### src/rtl/dense_layer_output_collector_if.sv
// dense_layer_output_collector_if
// Issue, lane-result and realigned-output signals of the dense-layer output
// collector. The backprop control fields exist only when
// DENSE_COLLECTOR_BACKPROP_EN is defined.
interface dense_layer_output_collector_if #(
   parameter int size                   = 3,
   parameter int data_size              = 16,
   parameter int act_type_size          = 4,
   parameter int cost_type_size         = 8,
   parameter int dense_type_size        = 4,
   parameter int backprop_controll_size = 66
);
   logic                          in_valid;
   logic                          in_ready;
   logic [act_type_size-1:0]      act_type;
   logic [cost_type_size-1:0]     cost_type;
   logic [dense_type_size-1:0]    dense_type;
   logic [data_size*size-1:0]     predict_value;
`ifdef DENSE_COLLECTOR_BACKPROP_EN
   logic [backprop_controll_size-1:0] backprop_controll;
   logic [backprop_controll_size-1:0] backprop_controll_out;
`endif
   logic [data_size*size-1:0]     y;
   logic [size-1:0]               y_valid;
   logic                          out_valid;
   logic                          out_ready;
   logic [data_size*size-1:0]     x_out;
   logic [act_type_size-1:0]      act_type_out;
   logic [cost_type_size-1:0]     cost_type_out;
   logic [dense_type_size-1:0]    dense_type_out;
   logic [data_size*size-1:0]     predict_value_out;
   logic                          overflow;

   // Environment side: issues vectors, supplies lane results, consumes output.
   modport master (
      output in_valid, act_type, cost_type, dense_type, predict_value,
`ifdef DENSE_COLLECTOR_BACKPROP_EN
      output backprop_controll,
      input  backprop_controll_out,
`endif
      output y, y_valid, out_ready,
      input  in_ready, out_valid, x_out, act_type_out, cost_type_out,
      input  dense_type_out, predict_value_out, overflow
   );

   // Collector side.
   modport slave (
      input  in_valid, act_type, cost_type, dense_type, predict_value,
`ifdef DENSE_COLLECTOR_BACKPROP_EN
      input  backprop_controll,
      output backprop_controll_out,
`endif
      input  y, y_valid, out_ready,
      output in_ready, out_valid, x_out, act_type_out, cost_type_out,
      output dense_type_out, predict_value_out, overflow
   );
endinterface

### src/rtl/dense_layer_output_collector.sv
// dense_layer_output_collector
// Buffers the control fields of each issued vector and the skewed per-lane
// results of the dense array, then emits every completed vector realigned
// with its own control fields on a valid/ready output, in issue order.
// Optional feature: DENSE_COLLECTOR_BACKPROP_EN carries backprop_controll
// through the control FIFO.
module dense_layer_output_collector #(
   parameter int size                   = 3,
   parameter int data_size              = 16,
   parameter int act_type_size          = 4,
   parameter int cost_type_size         = 8,
   parameter int dense_type_size        = 4,
   parameter int backprop_controll_size = 66,
   parameter int fifo_depth             = 4
) (
   input  logic                          clk,
   input  logic                          reset,
   dense_layer_output_collector_if.slave bus
);
   localparam int aw = $clog2(fifo_depth);
   localparam int pw = data_size * size;
`ifdef DENSE_COLLECTOR_BACKPROP_EN
   localparam int cw = act_type_size + cost_type_size + dense_type_size + pw
                       + backprop_controll_size;
`else
   localparam int cw = act_type_size + cost_type_size + dense_type_size + pw;
`endif
   localparam logic [aw:0] full_cnt = (aw+1)'(fifo_depth);

   if (fifo_depth < 2 || (fifo_depth & (fifo_depth - 1)) != 0 ||
       backprop_controll_size < 1) begin : g_bad_cfg
      $error("dense_layer_output_collector: illegal parameter set");
   end

   logic                 issue_fire;
   logic                 out_fire;
   logic                 load;
   logic [aw:0]          outstanding;

   logic [cw-1:0]        ctrl_mem [fifo_depth];
   logic [aw-1:0]        ctrl_wptr;
   logic [aw-1:0]        ctrl_rptr;
   logic [aw:0]          ctrl_cnt;
   logic [cw-1:0]        ctrl_in;
   logic [cw-1:0]        ctrl_q;

   logic [size-1:0]      lane_nonempty;
   logic [size-1:0]      lane_ovf;
   logic [data_size-1:0] lane_head [size];

   assign bus.in_ready = (outstanding < full_cnt);
   assign issue_fire   = bus.in_valid && bus.in_ready;
   assign out_fire     = bus.out_valid && bus.out_ready;
   assign load         = (ctrl_cnt != '0) && (&lane_nonempty) &&
                         (!bus.out_valid || bus.out_ready);

`ifdef DENSE_COLLECTOR_BACKPROP_EN
   assign ctrl_in = {bus.act_type, bus.cost_type, bus.dense_type,
                     bus.predict_value, bus.backprop_controll};
   assign {bus.act_type_out, bus.cost_type_out, bus.dense_type_out,
           bus.predict_value_out, bus.backprop_controll_out} = ctrl_q;
`else
   assign ctrl_in = {bus.act_type, bus.cost_type, bus.dense_type,
                     bus.predict_value};
   assign {bus.act_type_out, bus.cost_type_out, bus.dense_type_out,
           bus.predict_value_out} = ctrl_q;
`endif

   // Vectors issued but not yet handed downstream; gates further issues.
   always_ff @(posedge clk or posedge reset) begin
      if (reset) begin
         outstanding <= '0;
      end else if (issue_fire && !out_fire) begin
         outstanding <= outstanding + (aw+1)'(1);
      end else if (!issue_fire && out_fire) begin
         outstanding <= outstanding - (aw+1)'(1);
      end
   end

   // Control FIFO storage; never full because issues are bounded by outstanding.
   always_ff @(posedge clk) begin
      if (issue_fire) begin
         ctrl_mem[ctrl_wptr] <= ctrl_in;
      end
   end

   // Control FIFO pointers and occupancy.
   always_ff @(posedge clk or posedge reset) begin
      if (reset) begin
         ctrl_wptr <= '0;
         ctrl_rptr <= '0;
         ctrl_cnt  <= '0;
      end else begin
         if (issue_fire) ctrl_wptr <= ctrl_wptr + aw'(1);
         if (load)       ctrl_rptr <= ctrl_rptr + aw'(1);
         if (issue_fire && !load) begin
            ctrl_cnt <= ctrl_cnt + (aw+1)'(1);
         end else if (!issue_fire && load) begin
            ctrl_cnt <= ctrl_cnt - (aw+1)'(1);
         end
      end
   end

   for (genvar g = 0; g < size; g++) begin : g_lane
      logic [data_size-1:0] mem [fifo_depth];
      logic [aw-1:0]        wptr;
      logic [aw-1:0]        rptr;
      logic [aw:0]          cnt;
      logic                 full;
      logic                 push;

      // A full lane still accepts a result when the same edge pops it.
      assign full              = (cnt == full_cnt);
      assign push              = bus.y_valid[g] && (!full || load);
      assign lane_ovf[g]       = bus.y_valid[g] && full && !load;
      assign lane_nonempty[g]  = (cnt != '0);
      assign lane_head[g]      = mem[rptr];

      // Lane result storage.
      always_ff @(posedge clk) begin
         if (push) begin
            mem[wptr] <= bus.y[g*data_size +: data_size];
         end
      end

      // Lane FIFO pointers and occupancy; all lanes pop together on load.
      always_ff @(posedge clk or posedge reset) begin
         if (reset) begin
            wptr <= '0;
            rptr <= '0;
            cnt  <= '0;
         end else begin
            if (push) wptr <= wptr + aw'(1);
            if (load) rptr <= rptr + aw'(1);
            if (push && !load) begin
               cnt <= cnt + (aw+1)'(1);
            end else if (!push && load) begin
               cnt <= cnt - (aw+1)'(1);
            end
         end
      end
   end

   // Output register: captures aligned lane heads and control head on load,
   // holds until accepted.
   always_ff @(posedge clk or posedge reset) begin
      if (reset) begin
         bus.out_valid <= 1'b0;
         bus.x_out     <= '0;
         ctrl_q        <= '0;
      end else if (load) begin
         bus.out_valid <= 1'b1;
         for (int unsigned i = 0; i < size; i++) begin
            bus.x_out[i*data_size +: data_size] <= lane_head[i];
         end
         ctrl_q <= ctrl_mem[ctrl_rptr];
      end else if (out_fire) begin
         bus.out_valid <= 1'b0;
      end
   end

   // Sticky protocol error: a lane result arrived with nowhere to go.
   always_ff @(posedge clk or posedge reset) begin
      if (reset) begin
         bus.overflow <= 1'b0;
      end else if (|lane_ovf) begin
         bus.overflow <= 1'b1;
      end
   end
endmodule
### src/flat_wrapper.sv
// flat-port wrapper written by rule: the top's interface ports become plain ports
module dense_layer_output_collector_flat 
#(
   parameter int size                   = 3,
   parameter int data_size              = 16,
   parameter int act_type_size          = 4,
   parameter int cost_type_size         = 8,
   parameter int dense_type_size        = 4,
   parameter int backprop_controll_size = 66,
   parameter int fifo_depth             = 4
)
  (clk, reset, bus_in_valid, bus_act_type, bus_cost_type, bus_dense_type, bus_predict_value, bus_y, bus_y_valid, bus_out_ready, bus_in_ready, bus_out_valid, bus_x_out, bus_act_type_out, bus_cost_type_out, bus_dense_type_out, bus_predict_value_out, bus_overflow);
  dense_layer_output_collector_if #(.size(size), .data_size(data_size), .act_type_size(act_type_size), .cost_type_size(cost_type_size), .dense_type_size(dense_type_size), .backprop_controll_size(backprop_controll_size)) bus_i ();
  input  logic clk;
  input  logic reset;
  input wire logic [$bits(bus_i.in_valid)-1:0] bus_in_valid;
  input wire logic [$bits(bus_i.act_type)-1:0] bus_act_type;
  input wire logic [$bits(bus_i.cost_type)-1:0] bus_cost_type;
  input wire logic [$bits(bus_i.dense_type)-1:0] bus_dense_type;
  input wire logic [$bits(bus_i.predict_value)-1:0] bus_predict_value;
  input wire logic [$bits(bus_i.y)-1:0] bus_y;
  input wire logic [$bits(bus_i.y_valid)-1:0] bus_y_valid;
  input wire logic [$bits(bus_i.out_ready)-1:0] bus_out_ready;
  output wire logic [$bits(bus_i.in_ready)-1:0] bus_in_ready;
  output wire logic [$bits(bus_i.out_valid)-1:0] bus_out_valid;
  output wire logic [$bits(bus_i.x_out)-1:0] bus_x_out;
  output wire logic [$bits(bus_i.act_type_out)-1:0] bus_act_type_out;
  output wire logic [$bits(bus_i.cost_type_out)-1:0] bus_cost_type_out;
  output wire logic [$bits(bus_i.dense_type_out)-1:0] bus_dense_type_out;
  output wire logic [$bits(bus_i.predict_value_out)-1:0] bus_predict_value_out;
  output wire logic [$bits(bus_i.overflow)-1:0] bus_overflow;
  assign bus_i.in_valid = bus_in_valid;
  assign bus_i.act_type = bus_act_type;
  assign bus_i.cost_type = bus_cost_type;
  assign bus_i.dense_type = bus_dense_type;
  assign bus_i.predict_value = bus_predict_value;
  assign bus_i.y = bus_y;
  assign bus_i.y_valid = bus_y_valid;
  assign bus_i.out_ready = bus_out_ready;
  assign bus_in_ready = bus_i.in_ready;
  assign bus_out_valid = bus_i.out_valid;
  assign bus_x_out = bus_i.x_out;
  assign bus_act_type_out = bus_i.act_type_out;
  assign bus_cost_type_out = bus_i.cost_type_out;
  assign bus_dense_type_out = bus_i.dense_type_out;
  assign bus_predict_value_out = bus_i.predict_value_out;
  assign bus_overflow = bus_i.overflow;
  dense_layer_output_collector #(.size(size), .data_size(data_size), .act_type_size(act_type_size), .cost_type_size(cost_type_size), .dense_type_size(dense_type_size), .backprop_controll_size(backprop_controll_size), .fifo_depth(fifo_depth)) u_core (.clk(clk), .reset(reset), .bus(bus_i));
endmodule
### config.mk
export PLATFORM = sky130hd
export DESIGN_NAME = dense_layer_output_collector_flat
export DESIGN_NICKNAME = d
export VERILOG_FILES = /design/src/rtl/dense_layer_output_collector_if.sv /design/src/rtl/dense_layer_output_collector.sv /design/src/flat_wrapper.sv
export SDC_FILE = /design/constraint.sdc
export NUM_CORES = 1
export LEC_CHECK = 0
export ABC_AREA = 1
export CORE_MARGIN = 2
export CORE_UTILIZATION = 56
export CTS_CLUSTER_SIZE = 40
export DETAILED_ROUTE_END_ITERATION = 16
export PLACE_DENSITY = 0.85
export SYNTH_ARGS = -nofsm -noshare
export SYNTH_HDL_FRONTEND = slang
export SYNTH_SLANG_ARGS = --single-unit
### constraint.sdc
create_clock -name clk -period 6.05 [get_ports clk]
set_input_delay 1.21 -clock clk [delete_from_list [all_inputs] [get_ports clk]]
set_output_delay 1.21 -clock clk [all_outputs]
set_load 0.02 [all_outputs]
==> impl_metrics.csv <==
group,metric,value,unit
status,outcome,"finished clean",
clocking,cts.sinks,593,
drt,final_antenna_net_count,0,
final_layout,num-nets-final,2116,
drt,post-route-drc-count,0,
die,coreArea,39800,µm²
synthesis,ys_warn_count,0,
clocking,root_buffer,"clkbuf_16",
placement,io_buffers,233,
grt,grt_pass1_wl,79900,µm
synthesis,ys_async_sr_fraction,24.5,%
pwr,power_density,546,nW/µm²
grt,grt_max_degree,119,
drt,wl_per_cell,20.3,µm
synthesis,avgSynthCellArea,13.0,µm²
synthesis,synth_common_cells,"448 x edfxtp_1, 383 x nand2_1, 222 x nor2_1",
worst_setup_path,critPathArrivalTime,4.13,ns
sta,finClkSkew,0.0227,ns
clocking,ctsResizeCount,0,
grt,grt_pass1_vias,14900,
die,die_w,205,µm
die,placementRows,73,
placement,hpwlAfterDp,29600,µm
worst_hold_path,hold_class,"register to register",
sta,max_slew_margin,20.1,%
clocking,cts_max_level,2,
drt,dr_total_vias,14600,
clocking,cts-buffers-inserted,56,
pwr,p_leak,0.0103,µW
synthesis,synth.net_count,1886,
sta,rsz0062_at_grt,"no",
die,io_pins,234,
flow_run,maxCapViolCount,0,
grt,globalRouteTotalUtil,24.7,%
final_layout,fin_cells,2546,
sta,fin_crit,3.61,ns
grt,grt_antenna_before_repair,7,
clocking,cts_setup_buffers,0,
sta,hold_slack,0.477,ns
synthesis,ys.flop_type,"edfxtp_1",
drt,drt_iter0_markers,1296,
drt,wirelength,51700,µm
sta,slew_viol_final,0,
clocking,cts_tree,"done",
worst_hold_path,holdPathStages,2,
synthesis,netlist_instances,1741,
grt,grt.overflow.total,0,
worst_setup_path,endpoint_kind,"register",
synthesis,ys_seq_area_share,75.5,%
pwr,ir_drop,360,µV
die,start_util,56.8,%
synthesis,synth.most_common_cell,"edfxtp_1",
synthesis,synthTopCellsByArea,"edfxtp_1 59%, dfrtp_1 16%, nand2_1 6.4%",
die,die_area,42000,µm²
worst_setup_path,cp_data_required_time,6.57,ns
sta,period_share,59.6,%
worst_setup_path,start_kind,"input pin",
worst_setup_path,crit_type,"input pin to register",
worst_setup_path,worst-path-max-fanout,70,
sta,max_freq,277,MHz
clocking,path_clk_slew,0.06,ns
placement,placedCellCount,2438,
clocking,cts_buffer_depth,3,
synthesis,netlist_area,22600,µm²
synthesis,synth_top_area_share,59.5,%
synthesis,synth_edf_count,448,
final_layout,areaGrowthSynthToFinish,20.6,%
synthesis,synthDistinctLibCells,27,
clocking,worst_skew_pair.late_latency,0.61,ns
synthesis,ys_ff_latch,593,
clocking,ctsHoldBuffers,0,
sta,timing.final.hold_violations,0,
drt,drt_pass1_iterations,6,
placement,place_congestion,0.770,
drt,viasPerCell,5.74,
final_layout,drive_above_1_share,6.39,%
die,die_h,205,µm
synthesis,yosys.area.top_type,"edfxtp_1",
pwr,power,14900,µW
worst_setup_path,ff2ff_path_depth,13,
sta,finalSetupTns,0,ns
sta,worst_slew_pin_slew,1.20,ns
sta,report.final.setup_viol,0,
## through the flow
step	area, µm²	util (%)	setup slack, ns
after floorplan	22600	-	0.945
after global placement	25500	63.9	1.94
after detailed placement	25500	63.9	1.85
after CTS	27300	68.5	2.46
after global routing	27300	68.5	2.23
final	27300	68.5	2.44
## cell usage in the layout, fill, tap and decap left out, types with 3 or more instances in the layout
cell type / instances
clkdlybuf4s50_1: 233
nand2_1: 383
clkbuf_8: 8
nor2_4: 4
clkbuf_16: 57
ha_1: 21
dfrtp_1: 143
nor3_1: 3
xor2_1: 10
mux2i_1: 32
bufinv_16: 3
edfxtp_1: 448
clkinv_2: 6
fa_1: 5
o21ai_0: 198
buf_4: 29
mux2_2: 5
inv_1: 42
xnor2_1: 5
nand3_1: 8
o22ai_1: 112
clkinv_1: 3
inv_6: 5
nor2_1: 218
clkbuf_1: 23
## metal layers
layer | vias up | global-route usage [%] | part of all wire, %
li1 | 6570 | - | -
met1 | 7204 | 31.3 | 38
met2 | 707 | 42.2 | 50
met3 | 119 | 5.66 | 8.9
met4 | 10 | 8.09 | 2.6
met5 | - | 0 | 0.12
## critical path, stage by stage
cell and delay [ns]:
clkdlybuf4s50_1 0.41, inv_1 0.06, nand2_1 0.09, nand2_4 0.67, buf_4 0.46, ha_1 0.21, inv_1 0.08, fa_1 0.46
nor2_1 0.13, nor2_1 0.05, nand2_1 0.07, xor2_1 0.14
## where the power goes
part	leakage, µW	internal (µW)	switching, µW
registers	0.00584	5450	602
logic	0.00361	1930	3460
clock network	0.000883	1980	1480
total	0.0103	9360	5550
## path summary, 6_finish.rpt
| path | slack [ns] | endpoint | start |
|---|---|---|---|
| worst max-delay path | 2.44 | u_core.g_lane[0].cnt[2] | bus_out_ready |
| worst min-delay path | 0.48 | u_core.bus.x_out[26] | u_core.bus.x_out[26] |
| worst max register to register | 2.86 | u_core.g_lane[0].cnt[2] | u_core.g_lane[2].cnt[0] |
| worst min register to register | 0.48 | u_core.bus.x_out[26] | u_core.bus.x_out[26] |
| max in group asynchronous | 3.87 | u_core.bus.x_out[6] | reset |
| min in group asynchronous | 1.01 | u_core.bus.x_out[9] | reset |
## cell families (layout without fill, tap and decap cells)
| kind of cell | after synthesis | count (layout) | share of synthesized area (%) |
|---|---|---|---|
| AO/OA/AOI/OAI | 310 | 310 | 7.48 |
| XOR/XNOR | 15 | 15 | 0.581 |
| adder cells (fa/ha/maj) | 26 | 26 | 1.60 |
| buffers and inverters | 139 | 417 | 2.70 |
| flip-flops | 593 | 593 | 75.5 |
| multiplexers | 37 | 37 | 1.66 |
| other | 0 | 2 | 0 |
| AND/OR/NAND/NOR | 621 | 621 | 10.5 |
## state kept, by name (all words and copies together), names as in the netlist
register / cells
u_core.g_lane.cnt: 9
u_core.bus.out_valid: 1
u_core.g_lane.mem: 192
u_core.bus.x_out: 48
u_core.ctrl_rptr: 2
u_core.ctrl_wptr: 2
u_core.ctrl_mem: 256
u_core.bus.overflow: 1
u_core.g_lane.wptr: 6
u_core.outstanding: 3
u_core.g_lane.rptr: 6
u_core.ctrl_q: 64
u_core.ctrl_cnt: 3
## layout make-up
class | instances | area, µm²
flip-flops and latches | 593 | 17100
clock inverters | 18 | 198
inverters | 48 | 189
repair buffers | 263 | 2570
fillers | 2605 | 12500
multi-input cells | 1009 | 4960
clock buffers | 88 | 1620
diodes | 2 | 5.00
well taps | 525 | 657
No activity file was read; power rests on OpenSTA's default activity.
